## src/rtl/mem_port_arbiter_if.sv

```systemverilog
// mem_port_arbiter_if
//   Bundles the two requester ports (instruction fetch, load/store), the
//   unified memory port and the grant/busy status of mem_port_arbiter.
//   slave  : arbiter side (takes requests and mem_rdata, drives acks and memory)
//   master : environment side (requesters plus memory)
interface mem_port_arbiter_if #(
  parameter int ADDR_W = 32,
  parameter int DATA_W = 32
);
  logic              if_req;
  logic [ADDR_W-1:0] if_addr;
  logic              if_ack;
  logic [DATA_W-1:0] if_rdata;
  logic              dm_req;
  logic              dm_wr;
  logic [ADDR_W-1:0] dm_addr;
  logic [DATA_W-1:0] dm_wdata;
  logic              dm_ack;
  logic [DATA_W-1:0] dm_rdata;
  logic [ADDR_W-1:0] mem_addr;
  logic              mem_wr;
  logic [DATA_W-1:0] mem_wdata;
  logic [DATA_W-1:0] mem_rdata;
  logic [1:0]        grant;
  logic              busy;

  modport slave (
    input  if_req, if_addr, dm_req, dm_wr, dm_addr, dm_wdata, mem_rdata,
    output if_ack, if_rdata, dm_ack, dm_rdata, mem_addr, mem_wr, mem_wdata,
           grant, busy
  );

  modport master (
    output if_req, if_addr, dm_req, dm_wr, dm_addr, dm_wdata, mem_rdata,
    input  if_ack, if_rdata, dm_ack, dm_rdata, mem_addr, mem_wr, mem_wdata,
           grant, busy
  );
endinterface

```

## src/rtl/mem_port_arbiter.sv

```systemverilog
// mem_port_arbiter
//   Shares one single-ported memory between instruction fetch (IF) and
//   load/store (DM). A request seen in IDLE is latched, the memory is driven
//   for MEM_LAT cycles (loads) or one strobe cycle (stores), then the winner
//   gets a one-cycle ack.
// Ports
//   clock  : rising-edge clock
//   reset  : synchronous, active-high
//   bus    : mem_port_arbiter_if.slave (IF/DM request ports, memory port,
//            grant 01=IF / 10=DM / 00=idle, busy)
// Parameters
//   ADDR_W, DATA_W : bus widths
//   MEM_LAT        : cycles from mem_addr to valid mem_rdata, >= 1
// Build option
//   ARB_RR_EN : defined -> ties alternate between IF and DM (last winner
//               loses); undefined -> fixed priority, DM beats IF.
module mem_port_arbiter #(
  parameter int ADDR_W  = 32,
  parameter int DATA_W  = 32,
  parameter int MEM_LAT = 2
) (
  input logic               clock,
  input logic               reset,
  mem_port_arbiter_if.slave bus
);

  localparam int CNT_W = (MEM_LAT < 1) ? 1 : $clog2(MEM_LAT + 1);

  generate
    if (MEM_LAT < 1) begin : g_lat_chk
      $error("mem_port_arbiter: MEM_LAT must be >= 1");
    end
  endgenerate

  typedef enum logic [1:0] {IDLE = 2'd0, ACCESS = 2'd1, RESP = 2'd2} state_t;

  state_t            state_q, state_d;
  logic [CNT_W-1:0]  cnt_q, cnt_d;
  logic              wr_q, wr_d;
  logic [1:0]        grant_q, grant_d;
  logic [ADDR_W-1:0] addr_q, addr_d;
  logic [DATA_W-1:0] wdata_q, wdata_d;
  logic [DATA_W-1:0] if_rd_q, if_rd_d;
  logic [DATA_W-1:0] dm_rd_q, dm_rd_d;
  logic              pick_dm;

`ifdef ARB_RR_EN
  // 1 = DM won the last arbitration; reset value favours DM on the first tie.
  logic last_dm_q, last_dm_d;
  assign pick_dm = bus.dm_req & (~bus.if_req | ~last_dm_q);
`else
  assign pick_dm = bus.dm_req;
`endif

  always_comb begin
    state_d = state_q;
    cnt_d   = cnt_q;
    wr_d    = wr_q;
    grant_d = grant_q;
    addr_d  = addr_q;
    wdata_d = wdata_q;
    if_rd_d = if_rd_q;
    dm_rd_d = dm_rd_q;
`ifdef ARB_RR_EN
    last_dm_d = last_dm_q;
`endif
    case (state_q)
      IDLE: begin
        if (bus.if_req | bus.dm_req) begin
          state_d = ACCESS;
          cnt_d   = '0;
          if (pick_dm) begin
            grant_d = 2'b10;
            addr_d  = bus.dm_addr;
            wdata_d = bus.dm_wdata;
            wr_d    = bus.dm_wr;
          end else begin
            grant_d = 2'b01;
            addr_d  = bus.if_addr;
            wdata_d = '0;
            wr_d    = 1'b0;
          end
`ifdef ARB_RR_EN
          last_dm_d = pick_dm;
`endif
        end
      end
      ACCESS: begin
        if (wr_q) begin
          state_d = RESP;
        end else if (cnt_q == CNT_W'(MEM_LAT)) begin
          // Read data is valid exactly now; steer it to the owner only.
          if (grant_q[1]) dm_rd_d = bus.mem_rdata;
          else            if_rd_d = bus.mem_rdata;
          state_d = RESP;
        end else begin
          cnt_d = cnt_q + CNT_W'(1);
        end
      end
      RESP: begin
        state_d = IDLE;
        grant_d = 2'b00;
      end
      default: state_d = IDLE;
    endcase
  end

  always_ff @(posedge clock) begin
    if (reset) begin
      state_q <= IDLE;
      cnt_q   <= '0;
      wr_q    <= 1'b0;
      grant_q <= 2'b00;
      addr_q  <= '0;
      wdata_q <= '0;
      if_rd_q <= '0;
      dm_rd_q <= '0;
`ifdef ARB_RR_EN
      last_dm_q <= 1'b0;
`endif
    end else begin
      state_q <= state_d;
      cnt_q   <= cnt_d;
      wr_q    <= wr_d;
      grant_q <= grant_d;
      addr_q  <= addr_d;
      wdata_q <= wdata_d;
      if_rd_q <= if_rd_d;
      dm_rd_q <= dm_rd_d;
`ifdef ARB_RR_EN
      last_dm_q <= last_dm_d;
`endif
    end
  end

  // A store spends exactly one cycle in ACCESS with cnt==0, so one strobe.
  assign bus.mem_wr    = (state_q == ACCESS) & wr_q & (cnt_q == '0);
  assign bus.mem_addr  = addr_q;
  assign bus.mem_wdata = wdata_q;
  assign bus.if_ack    = (state_q == RESP) & grant_q[0];
  assign bus.dm_ack    = (state_q == RESP) & grant_q[1];
  assign bus.if_rdata  = if_rd_q;
  assign bus.dm_rdata  = dm_rd_q;
  assign bus.grant     = grant_q;
  assign bus.busy      = (state_q != IDLE);

endmodule

```

## src/flat_wrapper.sv

```systemverilog
// flat-port wrapper written by rule: the top's interface ports become plain ports
module mem_port_arbiter_flat 
#(
  parameter int ADDR_W  = 32,
  parameter int DATA_W  = 32,
  parameter int MEM_LAT = 2
)
  (clock, reset, bus_if_req, bus_if_addr, bus_dm_req, bus_dm_wr, bus_dm_addr, bus_dm_wdata, bus_mem_rdata, bus_if_ack, bus_if_rdata, bus_dm_ack, bus_dm_rdata, bus_mem_addr, bus_mem_wr, bus_mem_wdata, bus_grant, bus_busy);
  mem_port_arbiter_if #(.ADDR_W(ADDR_W), .DATA_W(DATA_W)) bus_i ();
  input logic clock;
  input logic reset;
  input wire logic [$bits(bus_i.if_req)-1:0] bus_if_req;
  input wire logic [$bits(bus_i.if_addr)-1:0] bus_if_addr;
  input wire logic [$bits(bus_i.dm_req)-1:0] bus_dm_req;
  input wire logic [$bits(bus_i.dm_wr)-1:0] bus_dm_wr;
  input wire logic [$bits(bus_i.dm_addr)-1:0] bus_dm_addr;
  input wire logic [$bits(bus_i.dm_wdata)-1:0] bus_dm_wdata;
  input wire logic [$bits(bus_i.mem_rdata)-1:0] bus_mem_rdata;
  output wire logic [$bits(bus_i.if_ack)-1:0] bus_if_ack;
  output wire logic [$bits(bus_i.if_rdata)-1:0] bus_if_rdata;
  output wire logic [$bits(bus_i.dm_ack)-1:0] bus_dm_ack;
  output wire logic [$bits(bus_i.dm_rdata)-1:0] bus_dm_rdata;
  output wire logic [$bits(bus_i.mem_addr)-1:0] bus_mem_addr;
  output wire logic [$bits(bus_i.mem_wr)-1:0] bus_mem_wr;
  output wire logic [$bits(bus_i.mem_wdata)-1:0] bus_mem_wdata;
  output wire logic [$bits(bus_i.grant)-1:0] bus_grant;
  output wire logic [$bits(bus_i.busy)-1:0] bus_busy;
  assign bus_i.if_req = bus_if_req;
  assign bus_i.if_addr = bus_if_addr;
  assign bus_i.dm_req = bus_dm_req;
  assign bus_i.dm_wr = bus_dm_wr;
  assign bus_i.dm_addr = bus_dm_addr;
  assign bus_i.dm_wdata = bus_dm_wdata;
  assign bus_i.mem_rdata = bus_mem_rdata;
  assign bus_if_ack = bus_i.if_ack;
  assign bus_if_rdata = bus_i.if_rdata;
  assign bus_dm_ack = bus_i.dm_ack;
  assign bus_dm_rdata = bus_i.dm_rdata;
  assign bus_mem_addr = bus_i.mem_addr;
  assign bus_mem_wr = bus_i.mem_wr;
  assign bus_mem_wdata = bus_i.mem_wdata;
  assign bus_grant = bus_i.grant;
  assign bus_busy = bus_i.busy;
  mem_port_arbiter #(.ADDR_W(ADDR_W), .DATA_W(DATA_W), .MEM_LAT(MEM_LAT)) u_core (.clock(clock), .reset(reset), .bus(bus_i));
endmodule
```

## config.mk

```make
export PLATFORM = sky130hd
export DESIGN_NAME = mem_port_arbiter_flat
export DESIGN_NICKNAME = d
export VERILOG_FILES = /design/src/rtl/mem_port_arbiter_if.sv /design/src/rtl/mem_port_arbiter.sv /design/src/flat_wrapper.sv
export SDC_FILE = /design/constraint.sdc
export NUM_CORES = 1
export LEC_CHECK = 0
export CORE_ASPECT_RATIO = 1.4
export CORE_MARGIN = 2
export CORE_UTILIZATION = 37
export DETAILED_ROUTE_END_ITERATION = 10
export PLACE_DENSITY = 0.73
export SLEW_MARGIN = 5
export SYNTH_ARGS = -nofsm -noshare
export SYNTH_HDL_FRONTEND = slang
export SYNTH_SLANG_ARGS = --single-unit
```

## constraint.sdc

```tcl
create_clock -name clock -period 1.8 [get_ports clock]
set_clock_uncertainty 0.2 [all_clocks]
set_input_delay 0.54 -clock clock [delete_from_list [all_inputs] [get_ports clock]]
set_output_delay 0.54 -clock clock [all_outputs]
set_load 0.005 [all_outputs]
```

==> reports/metrics.cfg, run 1 <==
[grt]
grt_start_max_net_pins=45
grtUsageTotal=0.211
antenna_found_initial=0
grt_pass1_vias=5384
grt_first_pass_wirelength_um=27000
grt.overflow.total=0

[synthesis]
ys_types=29
seq_area_frac_synth=0.482
synth.cell_area_um2=5600
syn_area_per_cell_um2=9.73
netlist_instances=576
ys_ff_latch=135
yosysWarnings=0
synth_nets=711

[worst_setup_path]
cpPeakStageDelay_ns=0.34
crit_type=flop to output pin
end_kind=output pin
slowest_stage=dfxtp_4
r2r_start=u_core.state_q[0]
reg2reg_depth=7
startpoint_type=flop
required_ns=1.06
cpMostUsedCell=buf_6
cp_data_arrival_time_ns=1.29
worstSetupStartpoint=u_core.state_q[0]
crit_fanout=5
crit_chain=buf_6 -> buf_6 -> and4b_1 -> buf_6
r2r_end=u_core.bus.if_rdata[4]
ff2ff_setup_slack_ns=-0.18

[outcome]
violations=negative setup slack
status=finished with violations

[timing]
max-slew-margin-rel=0.728
fin_ws_ns=-0.233
fmax_mhz=492
min_period_ns=2.03
final-setup-viol-count=62
maxSlewViolCount=0
post-route-period-util=1.13
tightest_slew_ns=0.408
rsz0062_at_grt=yes
hold_violations=0

[placement]
gp_congestion=0.750
dpl_cell_area_um2=8660
place_ws_ns=-0.761
portBuffers=266
dpl.hpwl_um=12100

[floorplan]
die_area_um2=16200
core_area_um2=14900
rows=53
io_pins=267
die_h_um=150
floorplan.initialDensity=0.376
die_w_um=108

[drt]
routed_wl_um=17600
drcViolationCount=0
wl_per_cell_um=16.3
drtIter0Drc=174
ant_nets=0
viasPerCell=4.93
vias=5307
first_pass_iters=6

[clock_network]
clk_latency_ns=0.40
clockBufferDepth=2
clk_pin_slew_worst_paths_ns=0.06
cts_tree=built
cts-buffers-inserted=17
cts-hold-fix-buffers=0
h-tree-depth=4
cts_sinks=135
cts-root-buf=clkbuf_16

[hold_path]
min_path_cells=2
holdCritStartpoint=u_core.bus.dm_rdata[20]
hp-class=flop to flop
holdPathEnd=u_core.bus.dm_rdata[20]

[cells_and_area]
nFillCells=1276
final_common_cell=clkdlybuf4s50_1
num_antenna_cells=0
layout_common_cells=129 x clkdlybuf4s50_1, 127 x dlygate4sd2_1, 122 x dfxtp_1
syn_to_final_growth_pct=71.2
nNetsFinal=1007
drive_above_1_share=0.146
design_area_um2=9590

[power_and_ir_drop]
ir_drop_mv=0.487
power_density_nw_per_um2=870
power_leakage_nw=4.41
power.total_mw=8.34

[job]
cap_violations=0

## where the power goes
part	internal, mW	leakage (nW)	switching, mW
Sequential	3.14	1.11	0.0739
Clock	2.52	0.318	1.36
Combinational	0.718	2.99	0.537
Total	6.37	4.41	1.97
## cell type report
type	instances	area, um2	share of cell area
clock inverter	13	219	0.0228
tap	192	240	0.0250
clock buffer	19	443	0.0462
multi-input combinational	389	2760	0.288
timing repair buffer	326	3200	0.333
inverter	3	11.3	0.00117
sequential	135	2720	0.284
## per-layer routing
layer	wire, um	track usage	up-vias
met1	6670	0.226	2475
met5	0	0	-
met4	260	0.0571	0
li1	-	-	2601
met2	9360	0.400	212
met3	1280	0.0610	19
## critical path: cells and delay by family (launching register included)
kind	cells	cell delay, ns
buffers and inverters	3	0.35
and+or+nand+nor	1	0.20
DFF	1	0.34
## worst max path at each step
stage and to:
2_1_floorplan u_core.bus.mem_addr[11], 3_3_place_gp u_core.bus.mem_addr[11], 3_5_place_dp u_core.bus.mem_addr[27], 4_1_cts bus_mem_wr
5_1_grt bus_mem_wr, 6_report bus_mem_wr
## synth_stat cells
cell type | count | area share
a21o_1 | 1 | 0.0013
mux2i_1 | 96 | 0.17
inv_2 | 1 | 0.00067
dfxtp_1 | 135 | 0.48
and3b_1 | 2 | 0.0031
or2_2 | 1 | 0.0011
nand2b_1 | 99 | 0.11
nor4_4 | 1 | 0.0038
buf_4 | 3 | 0.0040
buf_2 | 11 | 0.0098
nor3b_2 | 1 | 0.0022
or4b_1 | 2 | 0.0036
buf_6 | 2 | 0.0040
inv_1 | 2 | 0.0013
o31ai_1 | 1 | 0.0013
and4b_1 | 1 | 0.0018
o21ai_0 | 34 | 0.030
or4_1 | 1 | 0.0013
a211oi_1 | 32 | 0.043
ha_1 | 2 | 0.0045
o32ai_1 | 1 | 0.0016
nor4b_1 | 2 | 0.0031
nand2_1 | 35 | 0.023
or3_1 | 1 | 0.0011
a21oi_1 | 66 | 0.059
clkbuf_1 | 34 | 0.023
nor2_1 | 6 | 0.0040
o22ai_1 | 1 | 0.0011
nor2b_1 | 2 | 0.0022
## stage by stage
stage | util | setup TNS [ns] | std cells | hold slack (ns)
3_3_place_gp | 0.580 | -30.29 | 1019 | 0.258
3_5_place_dp | 0.580 | -33.78 | 1019 | 0.264
4_1_cts | 0.634 | -9.70 | 1071 | 0.271
5_1_grt | 0.643 | -11.10 | 1077 | 0.286
6_report | 0.643 | -7.18 | 1077 | 0.268
2_1_floorplan | - | -0.822 | 576 | 0.265
## cells by family (layout without fill, tap and decap cells)
kind of cell / after synthesis / count (layout) / share of synthesized area
adder cells (fa/ha/maj): 2 / 2 / 0.00447
AND/OR/NAND/NOR: 154 / 155 / 0.161
flip-flops: 135 / 135 / 0.482
buffers and inverters: 53 / 361 / 0.0427
AO/OA/AOI/OAI: 136 / 136 / 0.138
multiplexers: 96 / 96 / 0.172
## registers in the layout, summed over array words and instances, names as in the netlist
register              flops
u_core.bus.if_rdata      32
u_core.bus.dm_rdata      32
u_core.cnt_q              2
u_core.bus.grant          2
u_core.bus.mem_addr      32
u_core.bus.mem_wdata     32
u_core.wr_q               1
u_core.state_q            2
## what timing repair did
| item | CTS | global route |
|---|---|---|
| hold endpoints to repair | 0 | 0 |
| setup buffers | 16 | 7 |
| gates cloned | 4 | 2 |
| resized for setup | 181 | 28 |
| setup endpoints to repair | 204 | 106 |
| pin swaps | 6 | 4 |
Power figures use the tool's default switching activity.
==> run 2, diff against run 1 <==
MAX_ROUTING_LAYER = met4   (was default)
SLEW_MARGIN = default   (was 5)
==> run 2 against run 1 <==
The flow still finishes with violations (negative setup slack). Critical path type unchanged. Maximum frequency about the same. Count of clock-buffer cells in the layout unchanged. Final area unchanged. Combinational power about the same. Clock power about the same. Non-clock buffer count unchanged. Hold slack about the same. Largest cell class unchanged. Power about the same. Core utilization unchanged.
==> reports/metrics.cfg, run 2 (same netlist as run 1, synthesis figures left out) <==
[outcome]
status=finished with violations
violations=negative setup slack

[timing]
fin_ws_ns=-0.235  ; -0.00202 ns
rsz0062_at_grt=yes
tightest_slew_ns=0.422  ; +0.0140 ns
max-slew-margin-rel=0.718  ; -0.00938
fmax_mhz=491  ; about the same
min_period_ns=2.04  ; +0.00202 ns
hold_violations=0  ; unchanged
maxSlewViolCount=0  ; unchanged
post-route-period-util=1.13  ; about the same
final-setup-viol-count=62  ; unchanged

[cells_and_area]
nNetsFinal=1007  ; unchanged
final_common_cell=clkdlybuf4s50_1
drive_above_1_share=0.146  ; unchanged
syn_to_final_growth_pct=71.2  ; unchanged
num_antenna_cells=0  ; unchanged
fin_util=0.643  ; unchanged
design_area_um2=9590  ; unchanged
nFillCells=1276  ; unchanged
layout_common_cells=129 x clkdlybuf4s50_1, 127 x dlygate4sd2_1, 122 x dfxtp_1

[drt]
drcViolationCount=0  ; unchanged
viasPerCell=4.94  ; +0.34%
routed_wl_um=17600  ; +0.32%
wl_per_cell_um=16.4  ; +0.32%
drtIter0Drc=181  ; +4.0%
first_pass_iters=5  ; -1
ant_nets=0  ; unchanged
vias=5325  ; +0.34%

[placement]
portBuffers=266  ; unchanged
gp_congestion=0.759  ; +1.3%
dpl_cell_area_um2=8660  ; unchanged
dpl.hpwl_um=12100  ; unchanged

[floorplan]
die_w_um=108  ; unchanged
io_pins=267  ; unchanged
core_area_um2=14900  ; unchanged
floorplan.initialDensity=0.376  ; unchanged
die_area_um2=16200  ; unchanged
rows=53  ; unchanged
die_h_um=150  ; unchanged

[worst_setup_path]
cp_data_arrival_time_ns=1.30  ; about the same
cpPeakStageDelay_ns=0.34  ; about the same
crit_fanout=5  ; unchanged
worstSetupStartpoint=u_core.state_q[0]
r2r_start=u_core.state_q[0]
crit_chain=buf_6 -> buf_6 -> and4b_1 -> buf_6
required_ns=1.06  ; about the same
crit_type=flop to output pin
startpoint_type=flop
cpMostUsedCell=buf_6
end_kind=output pin
slowest_stage=dfxtp_4

[clock_network]
clk_pin_slew_worst_paths_ns=0.06  ; about the same
h-tree-depth=4  ; unchanged
clockBufferDepth=2  ; unchanged
cts_tree=built
cts-root-buf=clkbuf_16
clk_latency_ns=0.40  ; about the same
cts-hold-fix-buffers=0  ; unchanged
cts_sinks=135  ; unchanged
cts-buffers-inserted=17  ; unchanged

[power_and_ir_drop]
ir_drop_mv=0.486  ; about the same
power_density_nw_per_um2=870  ; about the same
power_leakage_nw=4.41  ; unchanged

[job]
cap_violations=0  ; unchanged

[hold_path]
holdCritStartpoint=u_core.bus.dm_rdata[20]
hp-class=flop to flop

[grt]
antenna_found_initial=0  ; unchanged
grt_pass1_vias=5397  ; +0.24%
grt_start_max_net_pins=45  ; unchanged
grt_first_pass_wirelength_um=26900  ; -0.33%
grt.overflow.total=0  ; unchanged
grtUsageTotal=0.217  ; +0.00561

-- run 2: cell counts in the layout (fill, tap and decap cells not counted) --
No cell type changed its count.
-- run 2: power by group --
part           internal (mW)  switching [mW]  leakage [nW]
clock network           2.52            1.36         0.318
registers               3.14          0.0737          1.11
logic                  0.718           0.537          2.99
-- run 2: metal layers --
metal / vias to the layer above / track usage / share of wire
met4: 0 / 0.0532 / 0.014
met5: - / - / 0
met3: 21 / 0.0540 / 0.065
met1: 2497 / 0.231 / 0.39
li1: 2596 / - / -
met2: 211 / 0.399 / 0.53
-- run 2: timing repair --
action	CTS	global route
pin swaps	6	4
gates resized for setup	181	28
setup buffers	16	7
gates cloned	4	2
endpoints found under the setup margin	204	106
-- run 2: worst paths after layout --
path	to	slack (ns)	cells past startpoint
worst min-delay path	u_core.bus.dm_rdata[20]	0.27	2
worst max register to register	u_core.bus.if_rdata[4]	-0.18	7
worst min register to register	u_core.bus.dm_rdata[20]	0.27	2
worst max-delay path	bus_mem_wr	-0.24	4
-- run 2: critical path, delay by kind of cell (launching register included) --
family / cells / cell delay, ns
AND/OR/NAND/NOR: 1 / 0.20
buffers and inverters: 3 / 0.35
flip-flops: 1 / 0.34
-- run 2: final cells by class --
cell class,instances,area [um2],share of cell area
clock buffers,19,443,0.0462
clock inverters,13,219,0.0228
multi-input cells,389,2760,0.288
repair buffers,326,3200,0.333
well taps,192,240,0.0250
inverters,3,11.3,0.00117
flip-flops and latches,135,2720,0.284
-- run 2: through the flow --
step	power [mW]	setup WS, ns	setup TNS [ns]	cells	hold slack, ns
final	8.34	-0.235	-7.29	1077	0.268
after global routing	8.67	-0.281	-11.09	1077	0.286
after CTS	8.40	-0.274	-9.70	1071	0.271
after detailed placement	4.52	-0.761	-33.78	1019	0.264
after global placement	4.49	-0.704	-30.29	1019	0.258
after floorplan	3.75	-0.0285	-0.822	576	0.265
